===== config.mk =====
export PLATFORM = sky130hd
export DESIGN_NAME = mem_bus_arbiter
export DESIGN_NICKNAME = d
export VERILOG_FILES = /design/src/rtl/mem_bus_arbiter_pkg.sv /design/src/rtl/mem_bus_arbiter_rr_arbiter2.sv /design/src/rtl/mem_bus_arbiter.sv
export SDC_FILE = /design/constraint.sdc
export NUM_CORES = 1
export LEC_CHECK = 0
export ABC_AREA = 0
export BUFFER_PORTS_ARGS = -buffer_cell sky130_fd_sc_hd__buf_2
export CORE_MARGIN = 2
export CORE_UTILIZATION = 46
export CTS_CLUSTER_DIAMETER = 200
export DETAILED_ROUTE_END_ITERATION = 10
export HOLD_SLACK_MARGIN = 0.08
export PLACE_DENSITY = 0.79
export SLEW_MARGIN = 20
export SYNTH_ARGS = -nofsm -noshare
export SYNTH_HDL_FRONTEND = slang
export SYNTH_SLANG_ARGS = --single-unit

===== constraint.sdc =====
create_clock -name clk -period 2.1 [get_ports clk]
set_input_delay 0.42 -clock clk [delete_from_list [all_inputs] [get_ports clk]]
set_output_delay 0.42 -clock clk [all_outputs]
set_load 0.02 [all_outputs]

===== src/rtl/mem_bus_arbiter_pkg.sv =====
`default_nettype none
// ============================================================================
// Module   : mem_bus_pkg
// Purpose  : Shared encodings for the I/D cache main-memory arbiter.
// Revision : 1.0 - initial release
// ============================================================================
package mem_bus_pkg;

    localparam int unsigned c_BUS_W = 32;

    localparam logic [1:0] c_IDLE   = 2'd0;
    localparam logic [1:0] c_GRANT  = 2'd1;
    localparam logic [1:0] c_ACCESS = 2'd2;
    localparam logic [1:0] c_DONE   = 2'd3;

    localparam logic c_PORT_I = 1'b0;
    localparam logic c_PORT_D = 1'b1;

    function automatic logic port_req(input logic rd, input logic wr);
        return rd | wr;
    endfunction

endpackage
`default_nettype wire


===== src/rtl/mem_bus_arbiter_rr_arbiter2.sv =====
`default_nettype none
// ============================================================================
// Module   : rr_arbiter2
// Purpose  : Combinational two-way winner select (round-robin or D priority).
// Revision : 1.0 - initial release
// ============================================================================
module rr_arbiter2
    import mem_bus_pkg::*;
#(
    parameter bit RR_EN = 1'b1
) (
    input  logic i_req_i,
    input  logic i_req_d,
    input  logic i_last_winner,
    output logic o_winner
);

    always_comb begin
        o_winner = c_PORT_I;
        if (i_req_i && i_req_d)
            o_winner = RR_EN ? ~i_last_winner : c_PORT_D;
        else if (i_req_d)
            o_winner = c_PORT_D;
    end

endmodule
`default_nettype wire


===== src/rtl/mem_bus_arbiter.sv =====
`default_nettype none
// ============================================================================
// Module   : mem_bus_arbiter
// Purpose  : Shares one SRAM-controller port between the I-cache and D-cache.
// Revision : 1.0 - initial release
// ============================================================================
module mem_bus_arbiter
    import mem_bus_pkg::*;
#(
    parameter bit                 RR_EN    = 1'b1,
    parameter int unsigned        TIMEOUT  = 255,
    parameter logic [c_BUS_W-1:0] ERR_DATA = 32'hDEAD_BEEF
) (
    input  logic               clk,
    input  logic               rst_n,
    input  logic               i_read_mem,
    input  logic               i_write_mem,
    output logic               i_grant_mem,
    output logic               i_ready_mem,
    input  logic [c_BUS_W-1:0] i_adbus,
    input  logic [c_BUS_W-1:0] i_wdata,
    output logic [c_BUS_W-1:0] i_rdata,
    input  logic               d_read_mem,
    input  logic               d_write_mem,
    output logic               d_grant_mem,
    output logic               d_ready_mem,
    input  logic [c_BUS_W-1:0] d_adbus,
    input  logic [c_BUS_W-1:0] d_wdata,
    output logic [c_BUS_W-1:0] d_rdata,
    output logic               m_read,
    output logic               m_write,
    output logic [c_BUS_W-1:0] m_addr,
    output logic [c_BUS_W-1:0] m_wdata,
    input  logic [c_BUS_W-1:0] m_rdata,
    input  logic               m_ready,
    output logic               busy,
    output logic               timeout_err
);

    localparam logic [7:0] c_TO_LAST = 8'(TIMEOUT - 1);

    logic [1:0]         r_state, w_state_nxt;
    logic               r_winner, w_winner_nxt;
    logic               r_last_winner, w_last_winner_nxt;
    logic               r_is_write, w_is_write_nxt;
    logic [7:0]         r_cnt, w_cnt_nxt;
    logic               r_i_grant, w_i_grant_nxt;
    logic               r_d_grant, w_d_grant_nxt;
    logic               r_i_ready, w_i_ready_nxt;
    logic               r_d_ready, w_d_ready_nxt;
    logic [c_BUS_W-1:0] r_i_rdata, w_i_rdata_nxt;
    logic [c_BUS_W-1:0] r_d_rdata, w_d_rdata_nxt;
    logic               r_m_read, w_m_read_nxt;
    logic               r_m_write, w_m_write_nxt;
    logic [c_BUS_W-1:0] r_m_addr, w_m_addr_nxt;
    logic [c_BUS_W-1:0] r_m_wdata, w_m_wdata_nxt;
    logic               r_busy, w_busy_nxt;
    logic               r_timeout_err, w_timeout_err_nxt;

    logic               w_req_i, w_req_d, w_arb_winner;
    logic               w_win_req, w_win_wr, w_timeout;
    logic [c_BUS_W-1:0] w_win_addr, w_win_wdata;

    assign w_req_i     = port_req(i_read_mem, i_write_mem);
    assign w_req_d     = port_req(d_read_mem, d_write_mem);
    assign w_win_req   = (r_winner == c_PORT_D) ? w_req_d     : w_req_i;
    // Write takes precedence when a cache raises both strobes.
    assign w_win_wr    = (r_winner == c_PORT_D) ? d_write_mem : i_write_mem;
    assign w_win_addr  = (r_winner == c_PORT_D) ? d_adbus     : i_adbus;
    assign w_win_wdata = (r_winner == c_PORT_D) ? d_wdata     : i_wdata;
    assign w_timeout   = (r_cnt == c_TO_LAST);

    rr_arbiter2 #(
        .RR_EN(RR_EN)
    ) u_rr_arbiter2 (
        .i_req_i      (w_req_i),
        .i_req_d      (w_req_d),
        .i_last_winner(r_last_winner),
        .o_winner     (w_arb_winner)
    );

    always_ff @(posedge clk) begin
        if (!rst_n) begin
            r_state       <= c_IDLE;
            r_winner      <= c_PORT_I;
            r_last_winner <= c_PORT_I;
            r_is_write    <= 1'b0;
            r_cnt         <= '0;
            r_i_grant     <= 1'b0;
            r_d_grant     <= 1'b0;
            r_i_ready     <= 1'b0;
            r_d_ready     <= 1'b0;
            r_i_rdata     <= '0;
            r_d_rdata     <= '0;
            r_m_read      <= 1'b0;
            r_m_write     <= 1'b0;
            r_m_addr      <= '0;
            r_m_wdata     <= '0;
            r_busy        <= 1'b0;
            r_timeout_err <= 1'b0;
        end else begin
            r_state       <= w_state_nxt;
            r_winner      <= w_winner_nxt;
            r_last_winner <= w_last_winner_nxt;
            r_is_write    <= w_is_write_nxt;
            r_cnt         <= w_cnt_nxt;
            r_i_grant     <= w_i_grant_nxt;
            r_d_grant     <= w_d_grant_nxt;
            r_i_ready     <= w_i_ready_nxt;
            r_d_ready     <= w_d_ready_nxt;
            r_i_rdata     <= w_i_rdata_nxt;
            r_d_rdata     <= w_d_rdata_nxt;
            r_m_read      <= w_m_read_nxt;
            r_m_write     <= w_m_write_nxt;
            r_m_addr      <= w_m_addr_nxt;
            r_m_wdata     <= w_m_wdata_nxt;
            r_busy        <= w_busy_nxt;
            r_timeout_err <= w_timeout_err_nxt;
        end
    end

    always_comb begin
        w_state_nxt = r_state;
        case (r_state)
            c_IDLE:   if (w_req_i || w_req_d)     w_state_nxt = c_GRANT;
            c_GRANT:  w_state_nxt = w_win_req ? c_ACCESS : c_IDLE;
            c_ACCESS: if (m_ready || w_timeout)   w_state_nxt = c_DONE;
            c_DONE:   if (!w_win_req)             w_state_nxt = c_IDLE;
            default:  w_state_nxt = c_IDLE;
        endcase
    end

    always_comb begin
        w_winner_nxt      = r_winner;
        w_last_winner_nxt = r_last_winner;
        w_is_write_nxt    = r_is_write;
        w_cnt_nxt         = r_cnt;
        w_i_grant_nxt     = r_i_grant;
        w_d_grant_nxt     = r_d_grant;
        w_i_ready_nxt     = r_i_ready;
        w_d_ready_nxt     = r_d_ready;
        w_i_rdata_nxt     = r_i_rdata;
        w_d_rdata_nxt     = r_d_rdata;
        w_m_read_nxt      = r_m_read;
        w_m_write_nxt     = r_m_write;
        w_m_addr_nxt      = r_m_addr;
        w_m_wdata_nxt     = r_m_wdata;
        w_timeout_err_nxt = r_timeout_err;
        w_busy_nxt        = (w_state_nxt != c_IDLE);
        case (r_state)
            c_IDLE: begin
                if (w_req_i || w_req_d) begin
                    w_winner_nxt  = w_arb_winner;
                    w_i_grant_nxt = (w_arb_winner == c_PORT_I);
                    w_d_grant_nxt = (w_arb_winner == c_PORT_D);
                end
            end
            c_GRANT: begin
                if (w_win_req) begin
                    w_m_addr_nxt   = w_win_addr;
                    w_m_wdata_nxt  = w_win_wdata;
                    w_is_write_nxt = w_win_wr;
                    w_m_read_nxt   = ~w_win_wr;
                    w_m_write_nxt  = w_win_wr;
                    w_cnt_nxt      = '0;
                end else begin
                    // Aborted grant: no memory access, arbitration history untouched.
                    w_i_grant_nxt = 1'b0;
                    w_d_grant_nxt = 1'b0;
                end
            end
            c_ACCESS: begin
                if (m_ready || w_timeout) begin
                    w_m_read_nxt      = 1'b0;
                    w_m_write_nxt     = 1'b0;
                    w_last_winner_nxt = r_winner;
                    if (r_winner == c_PORT_D) begin
                        w_d_ready_nxt = 1'b1;
                        if (!r_is_write) w_d_rdata_nxt = m_ready ? m_rdata : ERR_DATA;
                    end else begin
                        w_i_ready_nxt = 1'b1;
                        if (!r_is_write) w_i_rdata_nxt = m_ready ? m_rdata : ERR_DATA;
                    end
                    if (!m_ready) w_timeout_err_nxt = 1'b1;
                end else begin
                    w_cnt_nxt = r_cnt + 8'd1;
                end
            end
            c_DONE: begin
                if (!w_win_req) begin
                    w_i_grant_nxt = 1'b0;
                    w_d_grant_nxt = 1'b0;
                    w_i_ready_nxt = 1'b0;
                    w_d_ready_nxt = 1'b0;
                end
            end
            default: ;
        endcase
    end

    assign i_grant_mem = r_i_grant;
    assign d_grant_mem = r_d_grant;
    assign i_ready_mem = r_i_ready;
    assign d_ready_mem = r_d_ready;
    assign i_rdata     = r_i_rdata;
    assign d_rdata     = r_d_rdata;
    assign m_read      = r_m_read;
    assign m_write     = r_m_write;
    assign m_addr      = r_m_addr;
    assign m_wdata     = r_m_wdata;
    assign busy        = r_busy;
    assign timeout_err = r_timeout_err;

endmodule
`default_nettype wire


== Word level (Yosys, flattened, before mapping) ==
Index checks and enable logic that the tools add are counted.

* $add $sub $neg: 1
* Eq/ne operators: 12
* Multiplexer cells: 31
* Bitwise gates (word level): 8
* Reductions and logical operators: 20

{| class="wikitable"
|+ Operators with widths
! kind !! number
|-
| 32-bit two-way mux || 3
|-
| 8-bit two-way mux || 2
|-
| 2-bit != test (second input constant) || 8
|-
| 8-bit case mux with 2 select lines || 1
|-
| 4-bit AND reduction || 4
|-
| 1-bit two-way mux || 14
|-
| 1-bit case mux with 2 select lines || 6
|-
| 3-bit AND reduction || 4
|-
| 8-bit by 1-bit adder with 8-bit output (second input constant) || 1
|-
| 8-bit == test (second input constant) || 1
|-
| 2-bit two-way mux || 4
|-
| 2-bit case mux with 4 select lines || 1
|-
| 2-bit nonzero test || 4
|-
| 1-bit inverter || 6
|-
| 2-bit AND reduction || 3
|-
| 2-bit == test (second input constant) || 2
|-
| 2-bit by 1-bit == test with 1-bit output (second input constant) || 1
|-
| 2-bit zero test || 1
|-
| 1-bit logical OR || 2
|-
| 1-bit bitwise OR || 2
|-
| 2-bit OR reduction || 1
|-
| 1-bit logical AND || 1
|}

* Flip-flop bits (word level): 149
* Input bits: 167
* Output and inout port bits: 136
* Logic and storage cells: 89

== Logic depth before layout (Yosys ltp) ==
Gate-level depths: netlist (run 1).

* Depth in word-level cells: 6
* Mapped depth: 8
* Mapped depth without buffers: 6

== Cells and area by module ==
From an unflattened synthesis (run 1), not the netlist that was laid out.

* Cells, all modules: 645
* Area total of the unflattened synthesis: 6363.6 um2

{| class="wikitable"
|+ By module, submodules not included
! module !! instances !! cells an instance !! area an instance (um2) !! seq. area each (um2)
|-
| mem_bus_arbiter || 1 || 644 || 6352.3 || 2982.9
|-
| rr_arbiter2 || 1 || 1 || 11.3 || 0.0
|}

== Worst setup path after synthesis (run 1) ==
OpenSTA, ideal clock, no wires.

* Path kind: input-to-reg
* Start point: in d_write_mem
* End point: reg r_m_wdata[18] (netlist: m_wdata[18])
* Library setup time: 146 ps
* Data arrival time: 1631 ps
* Required time: 1954 ps
* Path slack: 323 ps
* Stages on the path: 7
* Buffers on the path: 3
* Path through: or3b_2 -> and3_1 -> buf_2 -> buf_6 -> buf_2 -> nor2_1 -> a211oi_2

* Longest elaborated chain between the ends: 3

{| class="wikitable"
|+ RTL lines
! what !! RTL line !! source
|-
| start: declaration || mem_bus_arbiter.sv:24 || <nowiki>input logic d_write_mem,</nowiki>
|-
| 1-bit bitwise OR || mem_bus_arbiter_pkg.sv:20 || <nowiki>return rd | wr;</nowiki>
|-
| 1-bit two-way mux || mem_bus_arbiter.sv:66 || <nowiki>assign w_win_req = (r_winner == c_PORT_D) ? w_req_d : w_req_i;</nowiki>
|-
| 2-bit AND reduction (no line) || n/a ||
|-
| end signal: assignment || mem_bus_arbiter.sv:116 || <nowiki>r_m_wdata <= w_m_wdata_nxt;</nowiki>
|-
| end: declaration || mem_bus_arbiter.sv:56 || <nowiki>logic [c_BUS_W-1:0] r_m_wdata, w_m_wdata_nxt;</nowiki>
|}

No other way between the ends.
A chain may end at the register's enable or synchronous reset.

== Final worst setup path (run 1) ==
* Start point: reg r_state[0]
* End point: reg r_m_addr[31] (netlist: m_addr[31])

* Longest elaborated chain between the ends: 2

{| class="wikitable"
|+ RTL lines
! what !! RTL line !! source
|-
| start: declaration || mem_bus_arbiter.sv:42 || <nowiki>logic [1:0] r_state, w_state_nxt;</nowiki>
|-
| start signal: assignment || mem_bus_arbiter.sv:84 || <nowiki>r_state <= c_IDLE;</nowiki>
|-
| start signal: assignment || mem_bus_arbiter.sv:102 || <nowiki>r_state <= w_state_nxt;</nowiki>
|-
| 2-bit by 1-bit == test with 1-bit output || mem_bus_arbiter.sv:150 || <nowiki>case (r_state)</nowiki>
|-
| 2-bit AND reduction (no line) || n/a ||
|-
| end signal: assignment || mem_bus_arbiter.sv:115 || <nowiki>r_m_addr <= w_m_addr_nxt;</nowiki>
|-
| end: declaration || mem_bus_arbiter.sv:55 || <nowiki>logic [c_BUS_W-1:0] r_m_addr, w_m_addr_nxt;</nowiki>
|}

No other way between the ends.

==> summary by stage, run 1 <==
Outcome
The flow ran to the end, and the final reports show no timing, DRC or antenna violations.

Critical path
For this run, the slowest stage of the critical path takes ~0.5 ns. The slowest cell on the critical path is dfxtp_1. The sum of buffers and inverters on the critical path is 1. The worst setup path is captured at a flop. Data arrives at the worst endpoint at 2.20 ns. The category of the worst setup path launch point is a flop. The largest fanout on the critical path is 24.

At the worst endpoint, the required time is between 2 and 2.5 ns. Walking the worst path, the cells encountered are nor2b_1 > and3_4 > buf_4 > nor2_1 > a211oi_1. Broken down by cell family, the worst path's largest delay share belongs to simple AND/OR/NAND/NOR gates. The critical setup path kind is flop to flop.

Clock network
The number of buffers inserted during clock tree synthesis is 17. The number of clock sinks is approximately 150. The worst-case clock buffer depth is 2. Post-CTS repair changed the size of 0 cells. The deepest level of the CTS H-tree is 4.

The clock reaches the later pin of the worst-skew pair after roughly 0.42 ns. In this run, post-CTS hold repair placed 0 buffers. The post-CTS setup-driven buffer insertion count is 0.

The CTS tree is built. The clock slew seen by the registers of the worst setup and hold paths is approximately 0.070 ns. The tree is rooted in a clkbuf_16.

Synth
For this run, the number of Yosys warnings is 0. Yosys attributes the largest share of cell area to dfxtp_1 47%, a211oi_2 12%, mux2i_1 10%. The synthesized design contains 0 enable-type register cells. The dominant synthesized flop cell is dfxtp_1. The portion of the post-synthesis area used by sequential elements is between 40% and 50%. The share of synthesized flip-flops with an asynchronous set or reset is 0%. A synthesized cell averages about 11 um^2. The number of instances in the synthesized netlist is 580. The commonest cells after synthesis are 149 x dfxtp_1, 75 x nor2_1, 64 x mux2i_1. The area share of the largest cell type after synthesis is a little under half. The most used standard cell by instance count after synthesis is dfxtp_1. The synthesized design spends more area on one cell type than any other, namely dfxtp_1. The count of unique library cells instantiated by Yosys is 45. The mapped cell area is approximately 6300 um^2. The number of storage elements in the synthesis netlist is between 100 and 150. The net count after synthesis is between 700 and 800.

Placement
Before CTS, the worst setup slack after placement is roughly 0.17 ns. The count of buffers added on input and output ports is just over 300. The number of placed instances, taps included, is between 1000 and 1500.

The placer's final routability congestion estimate is 0.808. Detailed placement ended at an HPWL of around 12 mm.

Pwr
The ratio of total power to cell area is approximately 940 nW/um^2. For this design the static power due to leakage is between 3 and 4 nW. The worst-case IR drop observed on VDD is 0.000578 V. The total power draw is between 7 and 8 mW.

STA
The setup skew after layout is ~0.0093 ns. Timing would allow up to between 500 and 600 MHz. Setup repair after global routing left no endpoint under its margin. The share of the cycle needed by the critical path after routing is 89.3%.

In the final timing run, aggregate negative setup slack is 0 ns. The number of hold-slack violations in the final timing report is 0. The final number of setup-violating endpoints is 0.

Subtracting the final worst setup slack from the clock period gives approximately 1.9 ns. The number of pins with negative max-slew slack in the final report is 0. Once routing completed, OpenROAD measured the worst setup slack at around 0.22 ns.

The worst pin sits at a relative slew slack of about 50%. The transition time of the tightest slew-check pin is 0.767 ns.

Drt
The routed design has roughly 17 mm of wire. The remaining design rule violation count is 0. The number of DRC violations after detailed-routing iteration 0 is about 380. After detailed routing, the average wire length per cell comes to ~16 um. Summing over every cut layer, the via total after detailed routing is approximately 5600. Using the TritonRoute via totals, the vias-per-cell ratio works out to about 5.3. Once detail routing completed, the nets flagged for antenna violations numbered 0.

The detailed-router iteration count before antenna repair is 6.

Layout
0 antenna diodes ended up in the layout. Of the cells placed in the final design, the portion with a size suffix greater than 1 is between 50 and 60%. Relative to the synthesized area, the layout overhead comes to 34.6%.

Summing all multi-input logic gate instances after layout gives 2980 um^2. The flip-flop and latch area is ~3000 um^2. The number of fill cells is ~1100. The finished layout holds roughly 1100 standard cells, fillers aside.

The final layout contains approximately 1000 nets.

Job
The reported max-cap violation count is 0.

Die
The die covers 14700 um^2. Once the floorplan was initialized, standard cells occupied roughly 47% of the core. The total area inside the core boundary comes to approximately 13000 um^2. 303 I/O pins were placed. The number of placement rows is 42.

In this run the horizontal extent of the chip is ~120 um. The die is approximately 120 um tall.

Worst hold path
The min-delay analysis places its worst path in the category input pin to flop.

Global routing
The initial antenna violation count was 0. Entering global routing, the biggest net connects 65 pins. The first global-routing pass estimated around 26 mm of wire. The overall global routing resource usage is 22.7%. The leftover overflow at the end of global routing is 0.

The via count of the first global-routing pass is roughly 5200.
[placed cells by master (no fill, tap or decap), drive strengths merged, types with 3 or more instances in the layout]
cell      netlist  final
nor3            4      4
clkinvlp        0      4
o22ai          16     16
clkinv          0      4
o21ai          10     10
a211oi         64     64
buf            27    322
a21oi          11     11
o221a          48     48
clkbuf         29     17
nand3           4      4
nor2           75     75
nand4           4      4
nand2          32     32
dfxtp         149    149
mux2i          64     64
nor4            3      3
and3            3      3
inv             4     10
or3             5      5
[logic make-up after synthesis]
family	Yosys count	share of synthesized area, %
and+or+nand+nor	142	10.3
DFF	149	47.3
AOI/OAI and AO/OA	161	26.1
buffers and inverters	60	5.49
adders and majority gates	2	0.397
muxes	65	10.3
xor gates and xnor gates	1	0.139
[power breakdown]
part	switching, mW	internal [mW]	leakage, nW
Combinational	1.11	0.733	2.31
Clock	1.27	1.66	0.271
Sequential	0.131	3.08	1.22
Total	2.51	5.47	3.80
[metrics by stage]
stage               hold WS [ns]  utilization [%]  cell area, um^2
floorplan                  0.454                -             6310
global placement           0.451             59.6             7920
detailed placement         0.455             59.6             7920
CTS                        0.261             63.9             8490
global route               0.266             63.9             8490
finish                     0.279             63.9             8490
[per-layer routing]
layer / global-route usage (%) / up-vias / routed length, um
li1: - / 2747 / -
met1: 27.9 / 2545 / 6910
met2: 39.1 / 242 / 8540
met3: 4.84 / 17 / 1210
met4: 8.21 / 0 / 249
met5: 0 / - / 0
[final timing paths]
kind,start,endpoint,slack [ns],cells past startpoint
max,r_state[0],m_addr[31],0.22,5
max reg2reg,r_state[0],m_addr[31],0.22,5
min reg2reg,d_rdata[20],d_rdata[20],0.47,2
min,m_rdata[13],d_rdata[13],0.28,2
[area by class of cell]
cell class | count | share of cell area (%)
multi-input combinational | 371 | 35.2
clock inverter | 15 | 1.71
tap | 176 | 2.59
timing repair buffer | 322 | 20.2
clock buffer | 17 | 5.01
inverter | 4 | 0.192
sequential | 149 | 35.2
[sequential cells by signal, indices dropped and copies added (netlist names), 2 cells and up]
signal	count
r_cnt	8
d_rdata	32
r_state	2
m_wdata	32
i_rdata	32
m_addr	32
No activity file was read; power rests on OpenSTA's default activity.
==> run 2, diff against run 1 <==
- CORE_MARGIN: 2 -> not set
- PLACE_DENSITY: 0.79 -> 0.82
==> run 2 against run 1 <==
- largest power group unchanged
- count of clock-buffer cells in the layout is the same
- register-to-register slack gained 0.04 ns
- flip-flop and latch count is the same
- clock skew shrank 0.0022 ns
- worst setup slack gained 0.045 ns
- global-route usage grew 0.32 points
- fmax grew 2.5%
- hold slack gained 0.0053 ns
- combinational power is essentially flat
- critical path depth grew 1
- utilization grew 0.10 points
==> summary by stage, run 2 (synthesis results as in run 1) <==
Global routing
The first global-routing pass estimated 25.7 mm of wire. The via count of the first global-routing pass was 5173. The maximum number of pins on one net before global-route repair is 73. The initial antenna violation count is 0. Global routing used a little under a quarter of the available tracks. The leftover overflow at the end of global routing is 0.

STA
The setup slack of the critical path after layout is between 0.2 and 0.3 ns. The final number of setup-violating endpoints is 0. The total negative setup slack is 0 ns. Between clock sinks in the finished design, the worst skew comes to about 0.0071 ns.

The number of pins with negative max-slew slack in the final report is 0. The transition time of the tightest slew-check pin is slightly above 0.5 ns. The share of the cycle needed by the critical path after routing is ~87%.

The number of hold-slack violations in the final timing report was 0. The minimum period implied by the final worst setup slack is roughly 1.8 ns. Setup repair after global routing left no endpoint under its margin. In this run the tightest slew margin relative to its limit is between 60% and 70%. Timing would allow up to ~550 MHz.

Placement
The total instance count after detailed placement is slightly above 1000. The placer's final routability congestion estimate is between 0.7 and 0.8. The worst setup slack before clock tree synthesis is between 0.15 and 0.2 ns. In this run the tool buffered the top-level ports with between 300 and 400 buffer cells. The placement-stage cell area is 7930 um^2.

The sum of net half-perimeters after detailed placement is around 12 mm.

Clock network
TritonCTS built the clock tree. The deepest level of the CTS H-tree is 4. The number of buffers inserted during clock tree synthesis is 17. Post-CTS timing repair inserted 0 buffers for setup. The worst-case clock buffer depth is 2. CTS saw approximately 150 sinks.

The insertion delay of the later-clocked pin in the worst-skew pair is just over 0.4 ns. The clock root buffer is clkbuf_16. The count of hold buffers inserted by post-cts repair is 0. The post-cts repair resize count is 0. After clock tree synthesis, the clock-pin slew on the worst setup and hold paths is ~0.060 ns.

Critical path
The delay of the slowest critical-path stage is ~0.41 ns. The worst setup path is launched from a flop. The largest fanout on the critical path is 32. Walking the worst path, the cells encountered are inv_1 > ha_1 > a41oi_4 > and3b_1 > buf_4 > o221a_2. In this run the register-to-register setup slack is about 0.27 ns. STA classifies the critical path endpoint as a flop.

The endpoint arrival time on the critical path is 2.13 ns. The data required time of the worst path is about 2.4 ns. The source of the critical timing path is r_cnt[0].

The critical setup path kind is flop to flop. The slowest cell on the critical path is dfxtp_1. The worst flop-to-flop path startpoint is r_cnt[0].

Pwr
The share of total power dissipated in combinational logic is 22.8%. The leakage power of the design is about 3.8 nW. The part of the power in registers is 40.5%. For this design the ratio of total power to cell area is 936 nW/um^2. The switching component of the power is about 2.5 mW. Across the VDD grid, the largest voltage drop is a little over 0.0005 V. The net switching fraction of the power is 31.3%. The cell-internal power is between 5 and 6 mW. Of the total power, the clock network draws a little under two fifths.

Die
In this run the core area contains 42 standard-cell rows. In this run the standard cell core region covers ~13000 um^2. From left edge to right edge, the die measures about 120 um. For this design the top-level I/O count stands at 303. The full die area is 14200 um^2. The initial utilization of the core area, before any placement, comes to roughly 47%.

The floorplan step set the die height to roughly 120 um.

Layout
For this run, the post-layout net count is roughly 1000. The library cells used most frequently in the layout, excluding fill and tap cells, are 302 x buf_2, 148 x dfxtp_1, 75 x nor2_1. The library cell used most frequently in the layout, excluding fill and tap cells, is buf_2. The design area is approximately 8500 um^2. The fraction of final layout cells sized beyond drive strength 1 is a little over half. The final cell count without fillers is between 1000 and 1500. Counting the fill cells in the layout gives roughly 1100. The antenna cell count is 0. The synthesis-to-layout area growth is 34.8%.

Job
Max-cap violations in this run came to 0.

Drt
The total detailed-routing wirelength is 16.3 mm. The average wire length per cell after detail routing is between 15 and 20 um. The number of nets still failing antenna checks after routing is 0. Before antenna repair, the detailed router went through 4 iterations. After detailed routing, the number of remaining DRC violations is 0. The average via count per standard cell is 5.27.

After the first detailed-routing iteration, the DRC count stood at 430. The number of vias in the routed layout is between 5000 and 6000.

Outcome
The run finished with clean final reports.

Worst hold path
The hold path startpoint is m_rdata[3]. The tightest min-delay check is of the input pin to flop type.
-- run 2: cell count changes in the layout (fill, tap and decap cells not counted) --
cell      before  now
inv_6          5    3
clkinv_4       1    4
buf_12         4    6
clkinv_2       3    2
buf_4         16   12
-- run 2: through the flow --
stage / utilization [%] / hold slack [ns] / power [mW]
after floorplan: - / 0.454 / 4.52
after detailed placement: 59.6 / 0.456 / 5.10
after global routing: 64.0 / 0.262 / 8.33
after global placement: 59.6 / 0.450 / 5.06
after CTS: 64.0 / 0.258 / 8.04
final: 64.0 / 0.284 / 7.96
-- run 2: path summary, 6_finish.rpt --
path,cells past startpoint,to
worst max-delay path,6,d_rdata[3]
worst min-delay path,2,i_rdata[3]
worst max register to register,6,d_rdata[3]
worst min register to register,2,i_rdata[17]
-- run 2: critical path, delay by kind of cell, from the launching register on --
| family | cells | cell delay, ns |
|---|---|---|
| compound gates | 2 | 0.54 |
| fa+ha+maj | 1 | 0.26 |
| buf+inv | 2 | 0.31 |
| flops | 1 | 0.41 |
| simple gates | 1 | 0.19 |
-- run 2: layout make-up --
class / instances / area, um^2 / share of cell area (%)
tap: 176 / 220 / 2.59
inverter: 4 / 16.3 / 0.191
sequential: 149 / 2990 / 35.1
clock inverter: 15 / 149 / 1.75
clock buffer: 17 / 425 / 5.00
multi-input combinational: 371 / 2980 / 35.1
timing repair buffer: 320 / 1720 / 20.2
-- run 2: routing by layer --
layer | GRT usage [%] | vias up | wire, um
met4 | 11.4 | 0 | 510
met3 | 4.41 | 32 | 943
li1 | - | 2739 | -
met5 | 0 | - | 0
met2 | 38.6 | 231 | 8010
met1 | 28.2 | 2543 | 6800
-- run 2: power by group through the flow --
stage | Combinational [mW] | Sequential (mW) | Clock (mW)
5_1_grt | 1.96 | 3.25 | 3.13
3_5_place_dp | 1.82 | 3.28 | 0
6_report | 1.82 | 3.22 | 2.92
4_1_cts | 1.83 | 3.22 | 2.99
2_1_floorplan | 0.981 | 3.54 | 0
3_3_place_gp | 1.79 | 3.27 | 0
